<file path="src/rtl/nn_argmax_classifier_if.sv">
// Handshake and result bundle between the network, the argmax
// classifier and the register file.
interface nn_argmax_classifier_if #(
    parameter int N_CLASSES = 10,
    parameter int WIDTH     = 16
);
    localparam int IW = $clog2(N_CLASSES);

    logic             Valid;
    logic [WIDTH-1:0] Probability [N_CLASSES-1:0];
    logic             Busy;
    logic             Done;
    logic [IW-1:0]    Digit;
    logic [WIDTH-1:0] Max_Prob;
    logic [WIDTH-1:0] Margin;
    logic             Confident;

    modport master (
        output Valid, Probability,
        input  Busy, Done, Digit, Max_Prob, Margin, Confident
    );

    modport slave (
        input  Valid, Probability,
        output Busy, Done, Digit, Max_Prob, Margin, Confident
    );
endinterface

</file>
<file path="src/rtl/nn_argmax_classifier.sv">
// Serial argmax over a snapshot of class probabilities: winner,
// its value, margin over the runner-up and a confidence flag.
module nn_argmax_classifier #(
    parameter int               N_CLASSES     = 10,
    parameter int               WIDTH         = 16,
    parameter logic [WIDTH-1:0] MARGIN_THRESH = 'h0800
) (
    input  logic                   Clk,
    input  logic                   Reset,
    nn_argmax_classifier_if.slave  bus
);
    localparam int          IW   = $clog2(N_CLASSES);
    localparam logic [IW-1:0] LAST = IW'(N_CLASSES - 1);

    typedef enum logic [1:0] {IDLE, SCAN, DONE} state_t;

    state_t           state, state_n;
    logic             valid_d;
    logic             start;
    logic [WIDTH-1:0] snap [N_CLASSES-1:0];
    logic [IW-1:0]    idx;
    logic [WIDTH-1:0] run_max;
    logic [WIDTH-1:0] run_second;
    logic [IW-1:0]    run_idx;
    logic [WIDTH-1:0] margin_w;
    logic [WIDTH-1:0] p;

    logic             busy_q;
    logic             done_q;
    logic [IW-1:0]    digit_q;
    logic [WIDTH-1:0] max_q;
    logic [WIDTH-1:0] margin_q;
    logic             conf_q;

    assign start    = bus.Valid & ~valid_d;
    assign p        = snap[idx];
    assign margin_w = run_max - run_second;

    always_ff @(posedge Clk or negedge Reset) begin
        if (!Reset) state <= IDLE;
        else        state <= state_n;
    end

    always_comb begin
        state_n = state;
        unique case (state)
            IDLE:    if (start) state_n = SCAN;
            SCAN:    if (idx == LAST) state_n = DONE;
            DONE:    state_n = IDLE;
            default: state_n = IDLE;
        endcase
    end

    always_ff @(posedge Clk or negedge Reset) begin
        if (!Reset) begin
            valid_d    <= 1'b0;
            idx        <= '0;
            run_max    <= '0;
            run_second <= '0;
            run_idx    <= '0;
            busy_q     <= 1'b0;
            done_q     <= 1'b0;
            digit_q    <= '0;
            max_q      <= '0;
            margin_q   <= '0;
            conf_q     <= 1'b0;
            for (int i = 0; i < N_CLASSES; i++) snap[i] <= '0;
        end else begin
            valid_d <= bus.Valid;
            done_q  <= 1'b0;
            unique case (state)
                IDLE: begin
                    if (start) begin
                        for (int i = 0; i < N_CLASSES; i++)
                            snap[i] <= bus.Probability[i];
                        idx        <= '0;
                        run_max    <= '0;
                        run_second <= '0;
                        run_idx    <= '0;
                        busy_q     <= 1'b1;
                    end
                end
                SCAN: begin
                    // Strict compare keeps the lowest index on ties.
                    if (p > run_max) begin
                        run_second <= run_max;
                        run_max    <= p;
                        run_idx    <= idx;
                    end else if (p > run_second) begin
                        run_second <= p;
                    end
                    if (idx != LAST) idx <= idx + 1'b1;
                end
                DONE: begin
                    digit_q  <= run_idx;
                    max_q    <= run_max;
                    margin_q <= margin_w;
                    conf_q   <= (margin_w >= MARGIN_THRESH);
                    done_q   <= 1'b1;
                    busy_q   <= 1'b0;
                end
                default: ;
            endcase
        end
    end

    assign bus.Busy      = busy_q;
    assign bus.Done      = done_q;
    assign bus.Digit     = digit_q;
    assign bus.Max_Prob  = max_q;
    assign bus.Margin    = margin_q;
    assign bus.Confident = conf_q;
endmodule
</file>
<file path="src/flat_wrapper.sv">
// flat-port wrapper written by rule: the top's interface ports become plain ports
module nn_argmax_classifier_flat 
#(
    parameter int               N_CLASSES     = 10,
    parameter int               WIDTH         = 16,
    parameter logic [WIDTH-1:0] MARGIN_THRESH = 'h0800
)
  (Clk, Reset, bus_Valid, bus_Probability, bus_Busy, bus_Done, bus_Digit, bus_Max_Prob, bus_Margin, bus_Confident);
  nn_argmax_classifier_if #(.N_CLASSES(N_CLASSES), .WIDTH(WIDTH)) bus_i ();
  input  logic Clk;
  input  logic Reset;
  input wire logic [$bits(bus_i.Valid)-1:0] bus_Valid;
  input wire logic [$bits(bus_i.Probability)-1:0] bus_Probability;
  output wire logic [$bits(bus_i.Busy)-1:0] bus_Busy;
  output wire logic [$bits(bus_i.Done)-1:0] bus_Done;
  output wire logic [$bits(bus_i.Digit)-1:0] bus_Digit;
  output wire logic [$bits(bus_i.Max_Prob)-1:0] bus_Max_Prob;
  output wire logic [$bits(bus_i.Margin)-1:0] bus_Margin;
  output wire logic [$bits(bus_i.Confident)-1:0] bus_Confident;
  assign bus_i.Valid = bus_Valid;
  assign bus_i.Probability = {>>{bus_Probability}};
  assign bus_Busy = bus_i.Busy;
  assign bus_Done = bus_i.Done;
  assign bus_Digit = bus_i.Digit;
  assign bus_Max_Prob = bus_i.Max_Prob;
  assign bus_Margin = bus_i.Margin;
  assign bus_Confident = bus_i.Confident;
  nn_argmax_classifier #(.N_CLASSES(N_CLASSES), .WIDTH(WIDTH), .MARGIN_THRESH(MARGIN_THRESH)) u_core (.Clk(Clk), .Reset(Reset), .bus(bus_i));
endmodule
</file>
<file path="config.mk">
export PLATFORM = sky130hd
export DESIGN_NAME = nn_argmax_classifier_flat
export DESIGN_NICKNAME = d
export VERILOG_FILES = /design/src/rtl/nn_argmax_classifier_if.sv /design/src/rtl/nn_argmax_classifier.sv /design/src/flat_wrapper.sv
export SDC_FILE = /design/constraint.sdc
export NUM_CORES = 1
export LEC_CHECK = 0
export ABC_CLOCK_PERIOD_IN_PS = 3800
export CAP_MARGIN = 20
export CORE_MARGIN = 10
export CORE_UTILIZATION = 45
export DETAILED_ROUTE_END_ITERATION = 16
export PLACE_DENSITY_LB_ADDON = 0.3
export SKIP_CTS_REPAIR_TIMING = 1
export SYNTH_ARGS = -nofsm -noshare
export SYNTH_HDL_FRONTEND = slang
export SYNTH_SLANG_ARGS = --single-unit
</file>
<file path="constraint.sdc">
create_clock -name Clk -period 3.8 [get_ports Clk]
set_input_delay 0.76 -clock Clk [delete_from_list [all_inputs] [get_ports Clk]]
set_output_delay 0.76 -clock Clk [all_outputs]
set_load 0.01 [all_outputs]
</file>
==> results of run 1 <==
logic make-up (layout without fill, tap and decap cells):
| logic type | count (synthesis) | after routing | share of synthesized area |
|---|---|---|---|
| compound gates | 200 | 200 | 0.116 |
| xor+xnor | 12 | 12 | 0.00862 |
| fa+ha+maj | 50 | 50 | 0.0519 |
| buf+inv | 141 | 357 | 0.0499 |
| flops | 242 | 242 | 0.497 |
| mux | 48 | 48 | 0.0739 |
| simple gates | 623 | 623 | 0.204 |
synth_stat cells, drive strengths merged (2+ instances only):
library cell,number,share of area
nand2,541,0.17
dfrtp,242,0.50
o21ai,64,0.026
clkbuf,62,0.019
inv,57,0.018
ha,49,0.050
a21oi,32,0.013
mux4,32,0.059
nand3,26,0.011
buf,21,0.013
a31oi,20,0.011
a2bb2oi,16,0.017
a311o,16,0.013
mux2,16,0.015
a221oi,15,0.011
nor2,14,0.0043
a21o,10,0.0062
nand2b,9,0.0046
nor2b,8,0.0041
xor2,8,0.0057
nand4,7,0.0036
o21a,5,0.0031
or3,4,0.0021
xnor2,4,0.0029
nor3,3,0.0012
o211ai,3,0.0023
a2111oi,2,0.0014
a211o,2,0.0014
a211oi,2,0.0012
a21boi,2,0.0012
and3,2,0.0010
nor4,2,0.0010
o21bai,2,0.0012
o22ai,2,0.0010
or2,2,0.0010
through the flow:
stage | TNS, ns | power [mW] | hold slack, ns | instance area [µm²] | cells
floorplan | 0 | 11.5 | 0.440 | 12200 | 1316
global placement | -2.95 | 14.3 | 0.455 | 14700 | 1819
CTS | -7.62 | 17.3 | 0.310 | 15600 | 1867
global route | -0.364 | 19.4 | 0.343 | 15900 | 1873
finish | 0 | 18.0 | 0.265 | 15900 | 1873
detailed placement | -6.56 | 14.5 | 0.458 | 14700 | 1819
worst max-delay path by stage:
stage,slack (ns),end,cells past startpoint,from
global placement,-0.13,u_core.run_second[3],13,u_core.idx[0]
CTS,-0.26,u_core.run_second[1],13,u_core.idx[0]
global route,-0.05,u_core.run_second[2],14,u_core.idx[0]
detailed placement,-0.23,u_core.run_second[1],13,u_core.idx[0]
floorplan,0.11,u_core.run_second[10],14,u_core.idx[0]
finish,0.10,u_core.run_second[15],12,u_core.idx[0]
area by class of cell:
cell class	count	area (µm²)
Fill cell	2259	10900
Sequential cell	242	6060
Multi-Input combinational cell	933	5790
Timing Repair Buffer	251	2510
Clock buffer	35	744
Tap cell	341	427
Inverter	58	218
Clock inverter	13	179
placed cells by master (no fill, tap or decap), drive strengths merged, types with 14 or more instances in the layout:
master and count:
nor2 14, mux4 32, clkdlybuf4s50 200, ha 49, a221oi 15, o21ai 64, clkbuf 35, dfrtp 242
nand2 541, a2bb2oi 16, nand3 26, a31oi 20, a21oi 32, mux2 16, a311o 16, inv 57
buf 51
worst register-to-register path: stages, from the launching register on:
cell,delay [ns]
sky130_fd_sc_hd__dfrtp_4,0.50
sky130_fd_sc_hd__buf_12,0.14
sky130_fd_sc_hd__mux4_2,0.54
sky130_fd_sc_hd__a221oi_4,0.31
sky130_fd_sc_hd__buf_4,0.17
sky130_fd_sc_hd__a21oi_1,0.07
sky130_fd_sc_hd__ha_1,0.34
sky130_fd_sc_hd__nand4_1,0.16
sky130_fd_sc_hd__or4_4,0.52
sky130_fd_sc_hd__o311ai_2,0.09
sky130_fd_sc_hd__or3b_4,0.43
sky130_fd_sc_hd__buf_6,0.17
sky130_fd_sc_hd__a2bb2oi_1,0.14
metal layers:
metal | vias up | routed length (µm)
li1 | 4816 | -
met1 | 4897 | 15600
met2 | 376 | 16200
met3 | 61 | 2950
met4 | 0 | 902
met5 | - | 0
registers in the layout, summed over array words and instances (netlist names):
name,cells
u_core.snap,160
u_core.bus.Done,1
u_core.bus.Margin,16
u_core.valid_d,1
u_core.run_second,16
u_core.run_idx,4
u_core.state,2
u_core.bus.Digit,4
u_core.bus.Busy,1
u_core.idx,4
u_core.bus.Max_Prob,16
u_core.run_max,16
u_core.bus.Confident,1
where the power goes:
part	switching [mW]	internal, mW
Clock	1.06	1.65
Combinational	5.84	4.80
Sequential	0.816	3.82
Total	7.72	10.3
==> reports/metrics.yaml, run 1 <==
drtAntennaViolNets: 0
via_count: 10200
cts-htree-levels: 1
finalCritPeriodShare: 0.973
drt_first_iter_violations: 769
setup_ws_ns: 0.104
route.detailed.wl_per_inst_um: 19.0
worst-endpoint-arrival_ns: 4.12
tritoncts.num_buffers: 26
cpLargestDelayFamily: "simple AND/OR/NAND/NOR gates"
start_util: 0.455
worst-endpoint-required_ns: 4.22
global_route_wire_length_before_repair_mm: 56.6
worst-path-buf-inv: 3
critical_path.cell_chain: "buf_12 > mux4_2 > a221oi_4 > buf_4 > a21oi_1 > ha_1 > nand4_1 > or4_4 > o311ai_2 > or3b_4 > buf_6 > a2bb2oi_1"
die_width_um: 185
max_cap_viol_count: 0
worstMarginPinSlew_ns: 0.908
reg2reg_to: "u_core.run_second[15]"
p_leak_nw: 7.60
synth-seq-area-share: 0.497
synth-edff-count: 0
floorplan.die.height_um: 185
cpPeakStageDelay_ns: 0.54
globalRouteTotalUtil: 0.208
growth_of_design_area_from_synthesis_to_finish_pct: 30.7
total_die_area_mm2: 0.0341
overflow: 0
fp_rows: 60
average_vias_per_placed_instance: 5.42
tritoncts: "done"
postRouteWirelength_mm: 35.6
via_count_of_the_first_global_routing_pass: 10400
worst_reg2reg_path_length_in_cells: 12
setup.worst_path.start_class: "flop"
nNetsFinal: 1725
clkSinkCount: 242
run_status: "finished, final reports clean"
timing_worst_setup_path_type: "flop to flop"
place_hpwl_mm: 26.4
finish.utilization: 0.595
pre_cts_ws_ns: -0.230
global_route.peak_usage_layer: "met2"
flop_and_latch_count_out_of_synthesis: 242
postSynthNetCount: 1529
antenna_cells: 0
first_pass_iters: 5
port_buffers: 201
syn_area_mm2: 0.0122
ir_drop_worst_vdd_uv: 604
grt_use_met2: 0.323
worst_setup_end_kind: "flop"
cts_buffer_depth: 3
relSlewSlack: 0.395
drc: 0
clkSlewWorstSetupHoldPaths_ns: 0.06
count_of_endpoints_failing_setup_in_the_final_report: 0
fin_crit_ns: 3.70
yosys.cell_types.count: 59
top_level_ports: 202
final_layout_size_suffix_gt1_frac: 0.130
globalRouteMet3Util: 0.0492
power_per_unit_of_standard_cell_area_mw_per_mm2: 1130
grt_start_max_net_pins: 163
synthesis.yosys.warnings: 0
insertion_delay_ns: 0.55
hold_class: "primary input to async pin"
clock-root-buffer: "sky130_fd_sc_hd__clkbuf_16"
asyncSetResetFlopFracSynth: 1.00
core_mm2: 0.0268
slew_violations: 0
globalplace.congestion: 0.923
netlist_instances: 1316
timing.reg2reg.setup_slack_ns: 0.10
postSynthAreaPerCell_um2: 9.27
fmax_mhz: 271
hold_viol: 0
crit_path_max_fanout: 10
timing.critical_path.slowest_stage_cell: "sky130_fd_sc_hd__mux4_2"
antenna_found_initial: 0
globalRouteMet1Util: 0.290
fin_skew_ns: 0.0151
crit-reg2reg-launch: "u_core.idx[0]"
yosys_most_used_dff: "sky130_fd_sc_hd__dfrtp_1"
(Power assumes the default switching activity.)
==> run 2, diff against run 1 <==
- PLACE_DENSITY_LB_ADDON: 0.3 -> 0.25
==> reports/metrics.yaml, run 2 (synthesis gave the netlist of run 1 again) <==
hold_class: "primary input to async pin"  # unchanged
crit-reg2reg-launch: "u_core.idx[0]"  # unchanged
worst_reg2reg_path_length_in_cells: 14  # was 12
floorplan.die.height_um: 185  # unchanged
finalCritPeriodShare: 0.975  # was 0.973
p_sw_mw: 7.62  # was 7.72 mW
seqCellArea_mm2: 0.00606  # about the same
average_vias_per_placed_instance: 5.29  # was 5.42
fmax_mhz: 270  # was 271 MHz
timing_worst_setup_path_type: "flop to flop"  # unchanged
setup.worst_path.start_class: "flop"  # unchanged
max_cap_viol_count: 0  # unchanged
antenna_found_initial: 0  # unchanged
route.detailed.wl_per_inst_um: 18.4  # was 19.0 µm
place_hpwl_mm: 25.9  # was 26.4 mm
growth_of_design_area_from_synthesis_to_finish_pct: 31.7  # was 30.7%
reg2reg_to: "u_core.run_second[12]"  # was u_core.run_second[15]
cells_after_dpl: 1838  # was 1819
drtAntennaViolNets: 0  # unchanged
registers.top_by_ff_count: "u_core.snap"  # unchanged
worst-endpoint-arrival_ns: 4.11  # was 4.12 ns
globalRouteTotalUtil: 0.201  # was 0.208
critical_path.cell_chain: "buf_6 > mux4_2 > a221oi_2 > buf_4 > a21oi_1 > ha_1 > a21o_1 > a21oi_2 > o22ai_1 > nor2_1 > a311oi_1 > or3b_4 > buf_12 > a2bb2oi_2"  # was buf_12 > mux4_2 > a221oi_4 > buf_4 > a21oi_1 > ha_1 > nand4_1 > or4_4 > o311ai_2 > or3b_4 > buf_6 > a2bb2oi_1
fp_rows: 60  # unchanged
tritoncts.num_buffers: 26  # unchanged
crit_path_max_fanout: 16  # was 10
ir_drop_worst_vdd_uv: 784  # was 604 µV
first_pass_iters: 5  # unchanged
power.combinational.fraction: 0.608  # was 0.592
commonest_cells_after_routing_fill_and_taps_aside: "sky130_fd_sc_hd__nand2_1 (540), sky130_fd_sc_hd__dfrtp_1 (240), sky130_fd_sc_hd__clkdlybuf4s50_1 (200), sky130_fd_sc_hd__o21ai_0 (60), sky130_fd_sc_hd__buf_4 (60)"  # was sky130_fd_sc_hd__nand2_1 (540), sky130_fd_sc_hd__dfrtp_1 (239), sky130_fd_sc_hd__clkdlybuf4s50_1 (200), sky130_fd_sc_hd__o21ai_0 (59), sky130_fd_sc_hd__inv_1 (57)
grt_start_max_net_pins: 103  # was 163
critical_path_cell_count: 14  # was 12
fin_crit_ns: 3.70  # about the same
power.total_mw: 18.1  # was 18.0 mW
antenna_cells: 0  # unchanged
layout.cells.most_common: "sky130_fd_sc_hd__nand2_1"  # unchanged
cts_buffer_depth: 3  # unchanged
timing.critical_path.slowest_stage_cell: "sky130_fd_sc_hd__mux4_2"  # unchanged
overflow: 0  # unchanged
worst-path-buf-inv: 3  # unchanged
final_layout_size_suffix_gt1_frac: 0.139  # was 0.130
worst-endpoint-required_ns: 4.21  # was 4.22 ns
tritoncts: "done"  # unchanged
final_cell_count_no_fill: 1896  # was 1873
total_die_area_mm2: 0.0341  # unchanged
clkSinkCount: 242  # unchanged
port_buffers: 201  # unchanged
number_of_flip_flops_in_the_largest_register: 160  # unchanged
via_count_of_the_first_global_routing_pass: 10100  # was 10400
timing.reg2reg.setup_slack_ns: 0.1  # was 0.10 ns
drt_first_iter_violations: 689  # was 769
p_int_mw: 10.5  # was 10.3 mW
global_route_wire_length_before_repair_mm: 55.0  # was 56.6 mm
clkSlewWorstSetupHoldPaths_ns: 0.06  # about the same
start_util: 0.455  # unchanged
postRouteWirelength_mm: 34.9  # was 35.6 mm
globalplace.congestion: 0.911  # was 0.923
cpLargestDelayFamily: "compound AO/OA/AOI/OAI gates"  # was simple AND/OR/NAND/NOR gates
fill_cells: 2302  # was 2259
hold_viol: 0  # unchanged
clock-root-buffer: "sky130_fd_sc_hd__clkbuf_16"  # unchanged
fin_skew_ns: 0.0216  # was 0.0151 ns
power_per_unit_of_standard_cell_area_mw_per_mm2: 1130  # about the same
drc: 0  # unchanged
p_leak_nw: 7.70  # was 7.60 nW
core_mm2: 0.0268  # unchanged
via_count: 10000  # was 10200
worst_setup_end_kind: "flop"  # unchanged
die_width_um: 185  # unchanged
cts-htree-levels: 1  # unchanged
insertion_delay_ns: 0.54  # was 0.55 ns
multiInputGateArea_mm2: 0.00576  # was 0.00579 mm²
worstMarginPinSlew_ns: 0.946  # was 0.908 ns
seqPwrFrac: 0.252  # was 0.258
relSlewSlack: 0.369  # was 0.395
count_of_endpoints_failing_setup_in_the_final_report: 0  # unchanged
run_status: "finished, final reports clean"  # unchanged
power.share.clock: 0.141  # was 0.150
slew_violations: 0  # unchanged
nNetsFinal: 1750  # was 1725
switching_share: 0.422  # was 0.429
cpPeakStageDelay_ns: 0.53  # was 0.54 ns
top_level_ports: 202  # unchanged
## run 2: area by class of cell
type / count / area share
clock buffers: 42 / 0.0486
clock inverters: 4 / 0.00506
inverters: 58 / 0.0136
multi-input cells: 933 / 0.358
flip-flops and latches: 242 / 0.377
well taps: 341 / 0.0266
repair buffers: 276 / 0.171
## run 2: worst max path at each step
stage,from,endpoint
finish,u_core.idx[0],u_core.run_second[12]
global route,u_core.idx[0],u_core.run_second[10]
CTS,u_core.idx[0],u_core.run_second[12]
detailed placement,u_core.idx[0],u_core.run_second[10]
global placement,u_core.idx[0],u_core.run_second[1]
floorplan,u_core.idx[0],u_core.run_second[10]
## run 2: power by group through the flow
stage / registers, mW / clock network (mW) / logic (mW)
finish: 4.55 / 2.54 / 11.0
global route: 4.67 / 2.70 / 12.1
CTS: 4.53 / 2.59 / 10.3
detailed placement: 4.55 / 0 / 10.2
global placement: 4.53 / 0 / 9.97
floorplan: 4.34 / 0 / 7.17
## run 2: layer usage
| layer | wire length [µm] | GRT usage | vias up |
|---|---|---|---|
| met3 | 2770 | 0.0534 | 52 |
| met5 | 0 | 0 | - |
| li1 | - | - | 4852 |
| met2 | 15900 | 0.311 | 323 |
| met1 | 15300 | 0.274 | 4794 |
| met4 | 826 | 0.0488 | 0 |
## run 2: stage by stage
step / setup TNS, ns / hold slack, ns / cell area, µm² / setup slack, ns / utilization
finish: 0 / 0.142 / 16100 / 0.0964 / 0.599
global route: -1.25 / 0.161 / 16100 / -0.0703 / 0.599
CTS: -1.22 / 0.149 / 15700 / -0.0658 / 0.587
detailed placement: -0.951 / 0.457 / 14900 / -0.0574 / 0.555
global placement: -0.0539 / 0.454 / 14900 / -0.0161 / 0.555
floorplan: 0 / 0.440 / 12200 / 0.111 / -
==> run 3, diff against run 2 <==
- CORE_ASPECT_RATIO: not set -> 1.1
==> reports/metrics.yaml, run 3 (synthesis gave the netlist of run 1 again) <==
via_count: 10200  # was 10000
route.detailed.wl_per_inst_um: 18.6  # was 18.4 µm
place_hpwl_mm: 25.5  # was 25.9 mm
floorplan.die.height_um: 193  # was 185 µm
post_route_standard_cell_area_excluding_fillers_mm2: 0.0163  # was 0.0161 mm²
critical_path.cell_chain: "buf_6 > mux4_2 > a221oi_4 > buf_6 > a21oi_4 > ha_4 > a21o_1 > a21oi_2 > o22ai_1 > nor2_1 > buf_4 > a311oi_2 > or3b_4 > clkbuf_16 > a2bb2oi_1"  # was buf_6 > mux4_2 > a221oi_2 > buf_4 > a21oi_1 > ha_1 > a21o_1 > a21oi_2 > o22ai_1 > nor2_1 > a311oi_1 > or3b_4 > buf_12 > a2bb2oi_2
critical-path-top-cell-by-count: "sky130_fd_sc_hd__buf_6"
hold_class: "primary input to async pin"  # unchanged
postRouteWirelength_mm: 35.5  # was 34.9 mm
count_of_endpoints_failing_setup_in_the_final_report: 4  # was 0
drt_first_iter_violations: 695  # was 689
first_pass_iters: 4  # was 5
cts-htree-levels: 1  # unchanged
registers.top_by_ff_count: "u_core.snap"  # unchanged
via_count_of_the_first_global_routing_pass: 10200  # was 10100
fin_skew_ns: 0.0176  # was 0.0216 ns
core_mm2: 0.0268  # unchanged
worst_setup_end_kind: "flop"  # unchanged
clkSinkCount: 242  # unchanged
start_util: 0.455  # unchanged
timing.critical_path.slowest_stage_cell: "sky130_fd_sc_hd__mux4_2"  # unchanged
grt_start_max_net_pins: 163  # was 103
relSlewSlack: 0.374  # was 0.369
clock-root-buffer: "sky130_fd_sc_hd__clkbuf_16"  # unchanged
globalRouteTotalUtil: 0.203  # was 0.201
globalRouteMet3Util: 0.0448  # was 0.0534
worst-path-buf-inv: 4  # was 3
tritoncts.num_buffers: 25  # was 26
nNetsFinal: 1743  # was 1750
worst-endpoint-required_ns: 4.20  # was 4.21 ns
fill_cells: 2265  # was 2302
average_vias_per_placed_instance: 5.35  # was 5.29
globalplace.congestion: 0.874  # was 0.911
overflow: 0  # unchanged
drc: 0  # unchanged
cpPeakStageDelay_ns: 0.56  # was 0.53 ns
fp_rows: 63  # was 60
max_cap_viol_count: 0  # unchanged
total_die_area_mm2: 0.0341  # about the same
slew_violations: 0  # unchanged
clkSlewWorstSetupHoldPaths_ns: 0.07  # was 0.06 ns
finalCritPeriodShare: 1.00  # was 0.975
global_route.peak_usage_layer: "met2"  # unchanged
commonest_cells_after_routing_fill_and_taps_aside: "sky130_fd_sc_hd__nand2_1 (540), sky130_fd_sc_hd__dfrtp_1 (240), sky130_fd_sc_hd__clkdlybuf4s50_1 (200), sky130_fd_sc_hd__o21ai_0 (60), sky130_fd_sc_hd__inv_1 (57)"  # was sky130_fd_sc_hd__nand2_1 (540), sky130_fd_sc_hd__dfrtp_1 (240), sky130_fd_sc_hd__clkdlybuf4s50_1 (200), sky130_fd_sc_hd__o21ai_0 (60), sky130_fd_sc_hd__buf_4 (60)
crit_path_max_fanout: 8  # was 16
number_of_flip_flops_in_the_largest_register: 160  # unchanged
ir_drop_worst_vdd_uv: 635  # was 784 µV
timing.reg2reg.setup_slack_ns: -0.005  # was 0.1 ns
worstMarginPinSlew_ns: 0.940  # was 0.946 ns
globalRouteMet1Util: 0.277  # was 0.274
final_layout_size_suffix_gt1_frac: 0.144  # was 0.139
cpLargestDelayFamily: "compound AO/OA/AOI/OAI gates"  # unchanged
tritoncts: "done"  # unchanged
drtAntennaViolNets: 0  # unchanged
fmax_mhz: 263  # was 270 MHz
global_route_wire_length_before_repair_mm: 55.9  # was 55.0 mm
growth_of_design_area_from_synthesis_to_finish_pct: 33.9  # was 31.7%
hold_viol: 0  # unchanged
hold-worst-slack_ns: 0.300  # was 0.142 ns
setup_ws_ns: -0.00464  # was 0.0964 ns
setup.worst_path.start_class: "flop"  # unchanged
run_status: "finished with violations"  # was finished, final reports clean
timing_worst_setup_path_type: "flop to flop"  # unchanged
insertion_delay_ns: 0.52  # was 0.54 ns
port_buffers: 201  # unchanged
power_per_unit_of_standard_cell_area_mw_per_mm2: 1180  # was 1130 mW/mm²
pre_cts_ws_ns: -0.179  # was -0.0574 ns
grt_use_met2: 0.325  # was 0.311
layout.cells.most_common: "sky130_fd_sc_hd__nand2_1"  # unchanged
post_dp_cell_area_mm2: 0.0149  # about the same
antenna_found_initial: 3  # was 0
cts_buffer_depth: 3  # unchanged
die_width_um: 177  # was 185 µm
top_level_ports: 202  # unchanged
violations: "negative setup slack"
p_leak_nw: 7.73  # was 7.70 nW
worst-endpoint-arrival_ns: 4.20  # was 4.11 ns
fin_crit_ns: 3.80  # was 3.70 ns
==> run 3: worst paths after layout <==
kind                                  from                       to  depth (start not counted)
max in group asynchronous            Reset  u_core.bus.Max_Prob[12]                          2
max                          u_core.idx[0]     u_core.run_second[3]                         15
min reg2reg                u_core.snap[23]          u_core.snap[23]                          2
max reg2reg                  u_core.idx[0]     u_core.run_second[3]                         15
min                                  Reset         u_core.snap[134]                          1
min in group Clk           u_core.snap[23]          u_core.snap[23]                          2
==> run 3: per-stage QoR <==
step	cells	power, mW	util	setup TNS (ns)
2_1_floorplan	1316	11.5	-	0
3_3_place_gp	1848	14.8	0.556	-2.51
3_5_place_dp	1848	15.0	0.556	-4.34
4_1_cts	1891	17.6	0.587	-4.53
5_1_grt	1903	20.6	0.609	-0.858
6_report	1904	19.2	0.609	-0.00957
==> run 3: final cells by class <==
type                            instances  area [µm²]  area share
Antenna cell                            1        2.50    0.000153
Clock buffer                           34         689      0.0422
Clock inverter                          9         136     0.00835
Inverter                               58         218      0.0133
Multi-Input combinational cell        933        5940       0.364
Sequential cell                       242        6060       0.371
Tap cell                              357         447      0.0274
Timing Repair Buffer                  270        2830       0.173
==> run 3: where the power goes <==
part           switching (mW)  internal [mW]
registers               0.742           3.82
logic                    6.36           5.81
clock network            1.03           1.47
total                    8.13           11.1
==> run 3: routing by layer <==
metal / vias to the layer above / share of wire / routed length, µm
met5: - / 0.00051 / 18
li1: 4844 / - / -
met1: 4972 / 0.44 / 15700
met4: 4 / 0.019 / 686
met3: 47 / 0.067 / 2370
met2: 310 / 0.47 / 16700
